**config.mk**
```make
export PLATFORM = sky130hd
export DESIGN_NAME = led_stretch_bank
export DESIGN_NICKNAME = d
export VERILOG_FILES = /design/src/rtl/led_stretch_bank.sv
export SDC_FILE = /design/constraint.sdc
export NUM_CORES = 1
export LEC_CHECK = 0
export ABC_AREA = 0
export BUFFER_PORTS_ARGS = -buffer_cell sky130_fd_sc_hd__buf_2
export CAP_MARGIN = 10
export CORE_ASPECT_RATIO = 0.5
export CORE_MARGIN = 2
export CORE_UTILIZATION = 55
export DETAILED_ROUTE_END_ITERATION = 12
export PLACE_DENSITY = 0.72
export SLEW_MARGIN = 15
export SYNTH_ARGS = -nofsm -noshare
export SYNTH_HDL_FRONTEND = slang
export SYNTH_SLANG_ARGS = --single-unit
```
**constraint.sdc**
```tcl
create_clock -name CLK -period 8.25 [get_ports CLK]
set_input_delay 2.0625 -clock CLK [delete_from_list [all_inputs] [get_ports CLK]]
set_output_delay 2.0625 -clock CLK [all_outputs]
set_load 0.05 [all_outputs]
```
**src/rtl/led_stretch_bank.sv**
```systemverilog
// Bank of front-panel LED pulse stretchers with per-channel mode, shared blink
// phase, lamp-test override and active-low registered drives.
module led_stretch_bank #(
    parameter int unsigned NCH         = 8,
    parameter int unsigned CNT_W       = 24,
    parameter int unsigned STRETCH_LEN = 10000000,
    parameter int unsigned PRE_W       = 22,
    parameter int unsigned BLINK_DIV   = 2500000
) (
    input  logic             CLK,
    input  logic             RST,
    input  logic [2*NCH-1:0] MODE,
    input  logic [NCH-1:0]   EVENT,
    input  logic             LAMP_TEST,
    output logic [NCH-1:0]   LED_L,
    output logic [NCH-1:0]   ACTIVE
);

    typedef enum logic [1:0] {
        MODE_OFF     = 2'b00,
        MODE_ON      = 2'b01,
        MODE_STRETCH = 2'b10,
        MODE_BLINK   = 2'b11
    } mode_e;

    localparam logic [CNT_W-1:0] LOAD     = CNT_W'(STRETCH_LEN);
    localparam logic [PRE_W-1:0] PRE_LAST = PRE_W'(BLINK_DIV - 1);

    // Parameter sanity: a bad build stops at elaboration.
    if (NCH < 1) begin : g_bad_nch
        $error("led_stretch_bank: NCH must be >= 1");
    end
    if (STRETCH_LEN < 1 || (CNT_W < 32 && (STRETCH_LEN >> CNT_W) != 0)) begin : g_bad_len
        $error("led_stretch_bank: STRETCH_LEN must be >= 1 and fit in CNT_W bits");
    end
    if (BLINK_DIV < 1 || (PRE_W < 32 && ((BLINK_DIV - 1) >> PRE_W) != 0)) begin : g_bad_div
        $error("led_stretch_bank: BLINK_DIV must be >= 1 and BLINK_DIV-1 fit in PRE_W bits");
    end

    logic [PRE_W-1:0] pre_q, pre_d;
    logic             phase_q, phase_d;
    logic             pre_wrap;
    logic [CNT_W-1:0] cnt_q [NCH];
    logic [CNT_W-1:0] cnt_d [NCH];
    logic [NCH-1:0]   on_c;
    logic [NCH-1:0]   led_l_q, led_l_d;
    logic [NCH-1:0]   active_q, active_d;

    // Shared free-running blink prescaler; phase flips on the wrap edge.
    always_comb begin
        pre_wrap = (pre_q == PRE_LAST);
        pre_d    = pre_wrap ? '0 : pre_q + PRE_W'(1);
        phase_d  = phase_q ^ pre_wrap;
    end

    // Per-channel stretch counter and LED decision from next-state values.
    always_comb begin
        on_c     = '0;
        led_l_d  = '1;
        active_d = '0;
        for (int i = 0; i < NCH; i++) begin
            cnt_d[i] = cnt_q[i];
            if (EVENT[i]) begin
                cnt_d[i] = LOAD;
            end else if (cnt_q[i] != '0) begin
                cnt_d[i] = cnt_q[i] - CNT_W'(1);
            end else begin
                cnt_d[i] = '0;
            end

            case (mode_e'(MODE[2*i +: 2]))
                MODE_OFF:     on_c[i] = 1'b0;
                MODE_ON:      on_c[i] = 1'b1;
                MODE_STRETCH: on_c[i] = (cnt_d[i] != '0);
                MODE_BLINK:   on_c[i] = (cnt_d[i] != '0) && phase_d;
                default:      on_c[i] = 1'b0;
            endcase

            led_l_d[i]  = ~(on_c[i] | LAMP_TEST);
            active_d[i] = (cnt_d[i] != '0);
        end
    end

    always_ff @(posedge CLK) begin
        if (RST) begin
            pre_q    <= '0;
            phase_q  <= 1'b0;
            led_l_q  <= '1;
            active_q <= '0;
            for (int i = 0; i < NCH; i++) begin
                cnt_q[i] <= '0;
            end
        end else begin
            pre_q    <= pre_d;
            phase_q  <= phase_d;
            led_l_q  <= led_l_d;
            active_q <= active_d;
            for (int i = 0; i < NCH; i++) begin
                cnt_q[i] <= cnt_d[i];
            end
        end
    end

    assign LED_L  = led_l_q;
    assign ACTIVE = active_q;

endmodule
```
=== Word level (Yosys, flattened, before mapping) ===
Memory sizes are Yosys's and may differ from the RTL's.
Cells that the tools add are included.

* Bits in registers: 39
* Bits in writable memories: 192
* Bits of input ports: 27
* Output and inout port bits: 16
* Memories: 1

{| class="wikitable"
|+ Memories
! memory !! words !! bits a word !! read ports !! clocked after memory_dff !! write ports !! RTL line !! RTL
|-
| cnt_q || 8 || 24 || 8 || 0 || 8 || 43 || <nowiki>logic [CNT_W-1:0] cnt_q [NCH];</nowiki>
|}

* Add/subtract/negate cells: 9
* Equal/unequal tests: 25
* Multiplexer cells: 35
* Bitwise logic cells: 25
* Reductions and logical operators: 33

{| class="wikitable"
|+ Operator list
! operator !! count
|-
| $mux W24 || 24
|-
| $reduce_bool A24 Y1 || 16
|-
| $sub A24 B1 Y24 const B || 8
|-
| $eq A2 B2 Y1 const B || 16
|-
| $pmux W1 S4 || 8
|-
| $add A22 B1 Y22 const B || 1
|-
| $eq A22 B22 Y1 const B || 1
|-
| $eq A2 B1 Y1 const B || 8
|-
| $logic_not A2 Y1 || 8
|-
| $or A1 B1 Y1 || 16
|-
| $logic_and A1 B1 Y1 || 8
|-
| $not A1 Y1 || 8
|-
| $mux W1 || 3
|-
| $reduce_or A2 Y1 || 1
|-
| $xor A1 B1 Y1 || 1
|}

=== Depth between registers and ports, before layout ===
Gate-level depths: netlist of the first run.

* Depth in word-level cells: 8
* Gate-level depth with buffers: 11

=== Worst setup path before layout of the first run ===
OpenSTA, ideal clock, no wires.

* Path type: input port to flip-flop
* From: input port EVENT[2]
* To: register active_q[2], in the netlist ACTIVE[2]
* Library setup time: 0.128 ns
* Arrival: 3.797 ns
* Required time: 8.122 ns
* Setup slack: 4.325 ns
* Cell stages on the path: 6
* Cells stage by stage: or4_1 -> or4_1 -> a2111oi_0 -> nand4_1 -> a21oi_1 -> nor2_1

* Cells in the longest elaborated chain, start to end: 2

{| class="wikitable"
|+ Ends and longest elaborated chain
! element !! RTL line !! RTL
|-
| from (decl) || 13 || <nowiki>input logic [NCH-1:0] EVENT,</nowiki>
|-
| $mux W24 || 63 || <nowiki>if (EVENT[i]) begin</nowiki>
|-
| $reduce_bool A24 Y1 || 80 || <nowiki>active_d[i] = (cnt_d[i] != '0);</nowiki>
|-
| to (signal assigned) || 97 || <nowiki>active_q <= active_d;</nowiki>
|-
| to (decl) || 47 || <nowiki>logic [NCH-1:0] active_q, active_d;</nowiki>
|}

Every way passes these cells.
A chain may end at the register's enable or synchronous reset.

=== Worst setup path in the final report of the first run ===
Same ends and word-level chain as after synthesis.

==> results of run 1 <==
through the flow:
step / setup WS [ps] / cells / hold slack [ps] / util [%]
after floorplan: 4330 / 1479 / 426 / -
after detailed placement: 3940 / 1719 / 451 / 58.2
after global placement: 3970 / 1719 / 436 / 58.2
after global routing: 4320 / 1759 / 494 / 61.6
final: 4460 / 1759 / 461 / 61.6
after CTS: 4510 / 1759 / 467 / 61.6
worst max-delay path: cells and delay by family:
kind / cells / cell delay [ps]
AO/OA/AOI/OAI: 2 / 740
buffers and inverters: 1 / 180
AND/OR/NAND/NOR: 4 / 1170
cell families after synthesis:
logic type               synth area share, %
buffers and inverters                   3.63
AO/OA/AOI/OAI                           11.6
flip-flops                              39.0
adder cells (fa/ha/maj)                 1.80
XOR/XNOR                                12.6
multiplexers                           0.264
AND/OR/NAND/NOR                         31.1
Yosys cell counts, drive strengths merged, types with 6 or more instances:
cell type / n
clkbuf: 70
nand4b: 12
ha: 17
nor3b: 16
a31oi: 9
nand3: 31
nor3: 62
nor2: 301
xnor2: 103
o21ai: 23
a211oi: 8
nor2b: 8
inv: 34
nand2b: 6
or4: 35
o41ai: 10
or3b: 7
buf: 9
and3: 10
nand2: 82
xor2: 67
a21oi: 98
nand4: 24
nand3b: 15
nor4: 64
or2: 7
nor4b: 12
o31ai: 14
or3: 29
dfxtp: 231
report_power, final:
group | leakage, nW | switching [W] | internal, W
clock | 0.350 | 0.000432 | 0.000570
sequential | 1.90 | 0.0000967 | 0.00119
combinational | 2.57 | 0.000362 | 0.000249
area by class of cell:
type | instances | area (um2)
Multi-Input combinational cell | 1135 | 6790
Fill cell | 1911 | 8000
Clock inverter | 3 | 21.3
Inverter | 34 | 128
Clock buffer | 37 | 688
Timing Repair Buffer | 46 | 243
Tap cell | 273 | 342
Sequential cell | 231 | 4620
routing by layer:
metal / track usage, % / part of all wire [%] / vias up
met5: 0 / 0 / -
met4: 5.13 / 1.4 / 0
met3: 3.88 / 4.5 / 31
met2: 39.9 / 47 / 218
met1: 30.0 / 47 / 4802
li1: - / - / 5209
final timing paths:
path,startpoint,endpoint,slack (ps),cells after the start
setup / recovery,EVENT[2],ACTIVE[2],4460,7
hold / removal,cnt_q[1][0],cnt_q[1][0],460,1
setup reg to reg,cnt_q[1][83],cnt_q[1][78],5120,6
hold reg to reg,cnt_q[1][0],cnt_q[1][0],460,1
sequential cells by signal, summed over array words and instances (netlist names):
register and count:
cnt_q 192, LED_L 8, ACTIVE 8, phase_q 1, pre_q 22
==> results.cfg, run 1 <==
[clock_tree]
clk_pin_slew_ps = 60
clk_latency_ps = 510
cts_hold_buffers = 0
cts_max_path_buffers = 3
post_cts_resized = 0
root_buffer = clkbuf_16
ctsHtreeMaxLevel = 1
cts_sinks = 231
cts_tree = yes
post-cts-setup-buffers = 0
cts_buffers = 22

[setup_path]
worst_ep_arrival_time_ps = 4160
cpMaxStageDelayCell = or4_1
end_kind = flip-flop
worst-setup-path-type = in2reg
cpMostUsedCell = or4_1
critPathMaxStageDelay_ps = 550
crit_chain = buf_2, or4_1, or4_1, a2111oi_0, nand4_1, a21oi_1, nor2_1
cp_max_fo = 14
worstPathRequired_ps = 8630
start_kind = input port

[cells_and_area]
drive_above_1_share_pct = 6.53
nNetsFinal = 1514
area_delta_synth_final_pct = 8.36
final_common_cell = nor2_1
design_area_mm2 = 0.0128
antenna_cells = 0
layout_common_cells = nor2_1, dfxtp_1, xnor2_1

[placement]
port-buffer-count = 42
place_area_mm2 = 0.0121
place.gp.congestion = 0.942
hpwl_um = 18000

[synth]
synth_nets = 1523
avgSynthCellArea_um2 = 8.01
yosysTopAreaCellShare_pct = 39.0
synth-edff-count = 0
ys.flop_type = dfxtp_1
async_reset_ff_share_pct = 0
syn_area_mm2 = 0.0118
yosys.area.top_type = dfxtp_1
synth_seq_area_share_pct = 39.0
ys_warn_count = 0
synthTopCellsByArea = dfxtp_1, nor2_1, xnor2_1
syn_inst = 1479
yosys.cell_types.count = 64
ys_ff_latch = 231

[floorplanning]
dieArea_mm2 = 0.0228
core_mm2 = 0.0208
io_pins = 43
dieWidth_um = 212
fp.dieH_um = 108
num_rows = 37
start_util_pct = 56.9

[sta]
max_freq_mhz = 264
layout_min_cycle_time_ps = 3790
fin_skew_ps = 13.3
finalHoldViolCount = 0
rsz0062_at_grt = false
timing.final.crit_share_pct = 45.9
slew_violations = 0
tns_ps = 0
slew_headroom_pct = 34.7
tightest_slew_ps = 971
setup_viol = 0

[grt]
grt_first_pass_wirelength_um = 44000
grt_max_degree = 68
grt_usage_pct = 23.0
antenna_found_initial = 0
gr-total-overflow = 0
grt_pass1_vias = 9554

[pwr]
p_total_w = 0.00290
ir_worst_vdd_v = 0.000141
power.density_mw_per_mm2 = 226
power_leakage_nw = 4.82

[drt]
drc = 0
firstDrtPassIters = 5
routedWlPerCell_um = 14.7
drtIter0Drc = 534
wl_um = 25900
vias = 10300
viasPerCell = 5.83
detail-route-antenna-nets = 0

[flow_run]
drv_cap = 0

[run_status]
outcome = completed

[worst_hold_path]
hold_path_class = reg2reg
No activity file was read; power rests on OpenSTA's default activity.
==> run 2: changes to the inputs <==
PLACE_DENSITY = 0.75   (was 0.72)
clock period = 3.15 ns   (was 8.25 ns; I/O delays follow)
==> run 2 against run 1 <==
  * Non-clock buffer count up 36
  * Clock power grew to 2.8 times the previous value
  * Via count is 3.9% higher
  * Critical path depth up 2
  * Final cell count up 2.0%
  * Clock skew fell by 1.5 ps
  * Sequential power grew to 2.6 times the previous value
  * Setup slack worse by 4200 ps
  * Flip-flop and latch count unchanged
  * Final area grew 2.5%
  * Critical path type is now reg2reg
==> results.cfg, run 2 (synthesized netlist as in run 1, its figures left out) <==
[floorplanning]
start_util_pct = 56.9
fp.dieH_um = 108
num_rows = 37
io_pins = 43
dieWidth_um = 212
dieArea_mm2 = 0.0228
core_mm2 = 0.0208

[sta]
slew_headroom_pct = 38.1
fin_skew_ps = 11.8
finalHoldViolCount = 0
max_freq_mhz = 341
timing.final.crit_share_pct = 93.1
setup_viol = 0
tns_ps = 0
tightest_slew_ps = 920
layout_min_cycle_time_ps = 2930
rsz0062_at_grt = false
slew_violations = 0
worst_slack_ps = 217

[grt]
grt_pass1_vias = 9936
gr-total-overflow = 0
antenna_found_initial = 0
grt_max_degree = 51
grt_first_pass_wirelength_um = 45900
grt_usage_pct = 24.0

[pwr]
seq_power_share_pct = 43.0
p_comb_share_pct = 21.5
clkPwrFrac_pct = 35.6
power.switching_w = 0.00238
sw_frac_of_total_pct = 30.3
ir_worst_vdd_v = 0.000348
intPower_w = 0.00549
power.density_mw_per_mm2 = 598
power_leakage_nw = 5.01

[setup_path]
worst-setup-path-type = reg2reg
critPathMaxStageDelay_ps = 590
cpMaxStageDelayCell = or4_1
worstPathRequired_ps = 3550
path_buf_inv = 1
reg2reg_from = cnt_q[1][24]
end_kind = flip-flop
crit_family = simple AND/OR/NAND/NOR gates
rr_worst_depth = 9
start_kind = flip-flop
cp_max_fo = 7
worst_ep_arrival_time_ps = 3330
crit_cells = 9
crit_chain = inv_1, ha_1, or3b_2, or4_1, nor3_1, xor2_1, and4b_1, a31oi_1, a21oi_1
r2r_end = LED_L[5]
ff2ff_setup_slack_ps = 220

[cells_and_area]
multiInputGateArea_mm2 = 0.00679
final-seq-area_mm2 = 0.00462
drive_above_1_share_pct = 9.01
final_util_pct = 63.1
largest_registers = cnt_q x192, pre_q x22
largest_register = cnt_q
final_common_cell = nor2_1
area_delta_synth_final_pct = 11.0
antenna_cells = 0
largest_register_ffs = 192
nFillCells = 1789
nNetsFinal = 1550
layout_common_cells = nor2_1, dfxtp_1, xnor2_1

[drt]
viasPerCell = 5.94
wl_um = 27000
drc = 0
drtIter0Drc = 609
firstDrtPassIters = 5
vias = 10700
detail-route-antenna-nets = 0
routedWlPerCell_um = 15.1

[clock_tree]
ctsHtreeMaxLevel = 1
post-cts-setup-buffers = 0
cts_buffers = 22
post_cts_resized = 0
cts_max_path_buffers = 3
root_buffer = clkbuf_16
clk_latency_ps = 510
clk_pin_slew_ps = 70
cts_sinks = 231
cts_tree = yes
cts_hold_buffers = 0

[run_status]
outcome = completed

[placement]
port-buffer-count = 42
detailedPlace.worstSlack_ps = 247
place.gp.congestion = 0.937
hpwl_um = 18800

[worst_hold_path]
min_from = cnt_q[1][0]
holdPathStages = 1
hold_path_class = reg2reg
min_to = cnt_q[1][0]

[flow_run]
drv_cap = 0
-- run 2: changes by cell type in the layout (fill, tap and decap cells not counted), sizes merged --
cell,change
inv,-1
bufinv,+3
buf,+36
clkinv,+5
clkbuf,-8
-- run 2: worst max path at each step --
| stage | startpoint | to | slack (ps) |
|---|---|---|---|
| floorplan | cnt_q[0][0] | ACTIVE[0] | 480 |
| global placement | EVENT[2] | ACTIVE[2] | 290 |
| detailed placement | cnt_q[1][24] | LED_L[5] | 250 |
| CTS | cnt_q[1][24] | LED_L[5] | 220 |
| global route | cnt_q[0][0] | ACTIVE[0] | 6 |
| finish | cnt_q[1][24] | LED_L[5] | 220 |
-- run 2: stage by stage --
stage / area (um2) / instances / power, W / hold WS [ps]
floorplan: 11800 / 1479 / 0.00469 / 426
global placement: 12400 / 1755 / 0.00505 / 442
detailed placement: 12400 / 1755 / 0.00509 / 459
CTS: 13200 / 1794 / 0.00789 / 472
global route: 13200 / 1794 / 0.00826 / 487
finish: 13200 / 1794 / 0.00787 / 469
-- run 2: power groups by stage --
stage / clock network [W] / registers (W) / logic, W
global placement: 0 / 0.00342 / 0.00163
finish: 0.00280 / 0.00338 / 0.00169
detailed placement: 0 / 0.00343 / 0.00166
global route: 0.00296 / 0.00341 / 0.00188
CTS: 0.00284 / 0.00337 / 0.00168
floorplan: 0 / 0.00339 / 0.00130
-- run 2: worst reg2reg max path, stage by stage (launching register included) --
cell and delay [ps]:
dfxtp_1 370, inv_1 110, ha_1 250, or3b_2 520
or4_1 590, nor3_1 280, xor2_1 200, and4b_1 220
a31oi_1 200, a21oi_1 100
-- run 2: cell type report --
class	instances	area share, %
Sequential cell	231	35.2
Multi-Input combinational cell	1135	51.6
Tap cell	273	2.60
Inverter	34	0.970
Timing Repair Buffer	82	3.90
Clock inverter	10	0.980
Clock buffer	29	4.77
-- run 2: routing by layer --
metal  vias to the layer above  wire length [um]  GRT usage (%)
met1                      5004             12400           31.3
met3                        53              1410           3.12
met4                         0               706           8.25
met2                       312             12600           41.2
met5                         -                 0              0
li1                       5287                 -              -
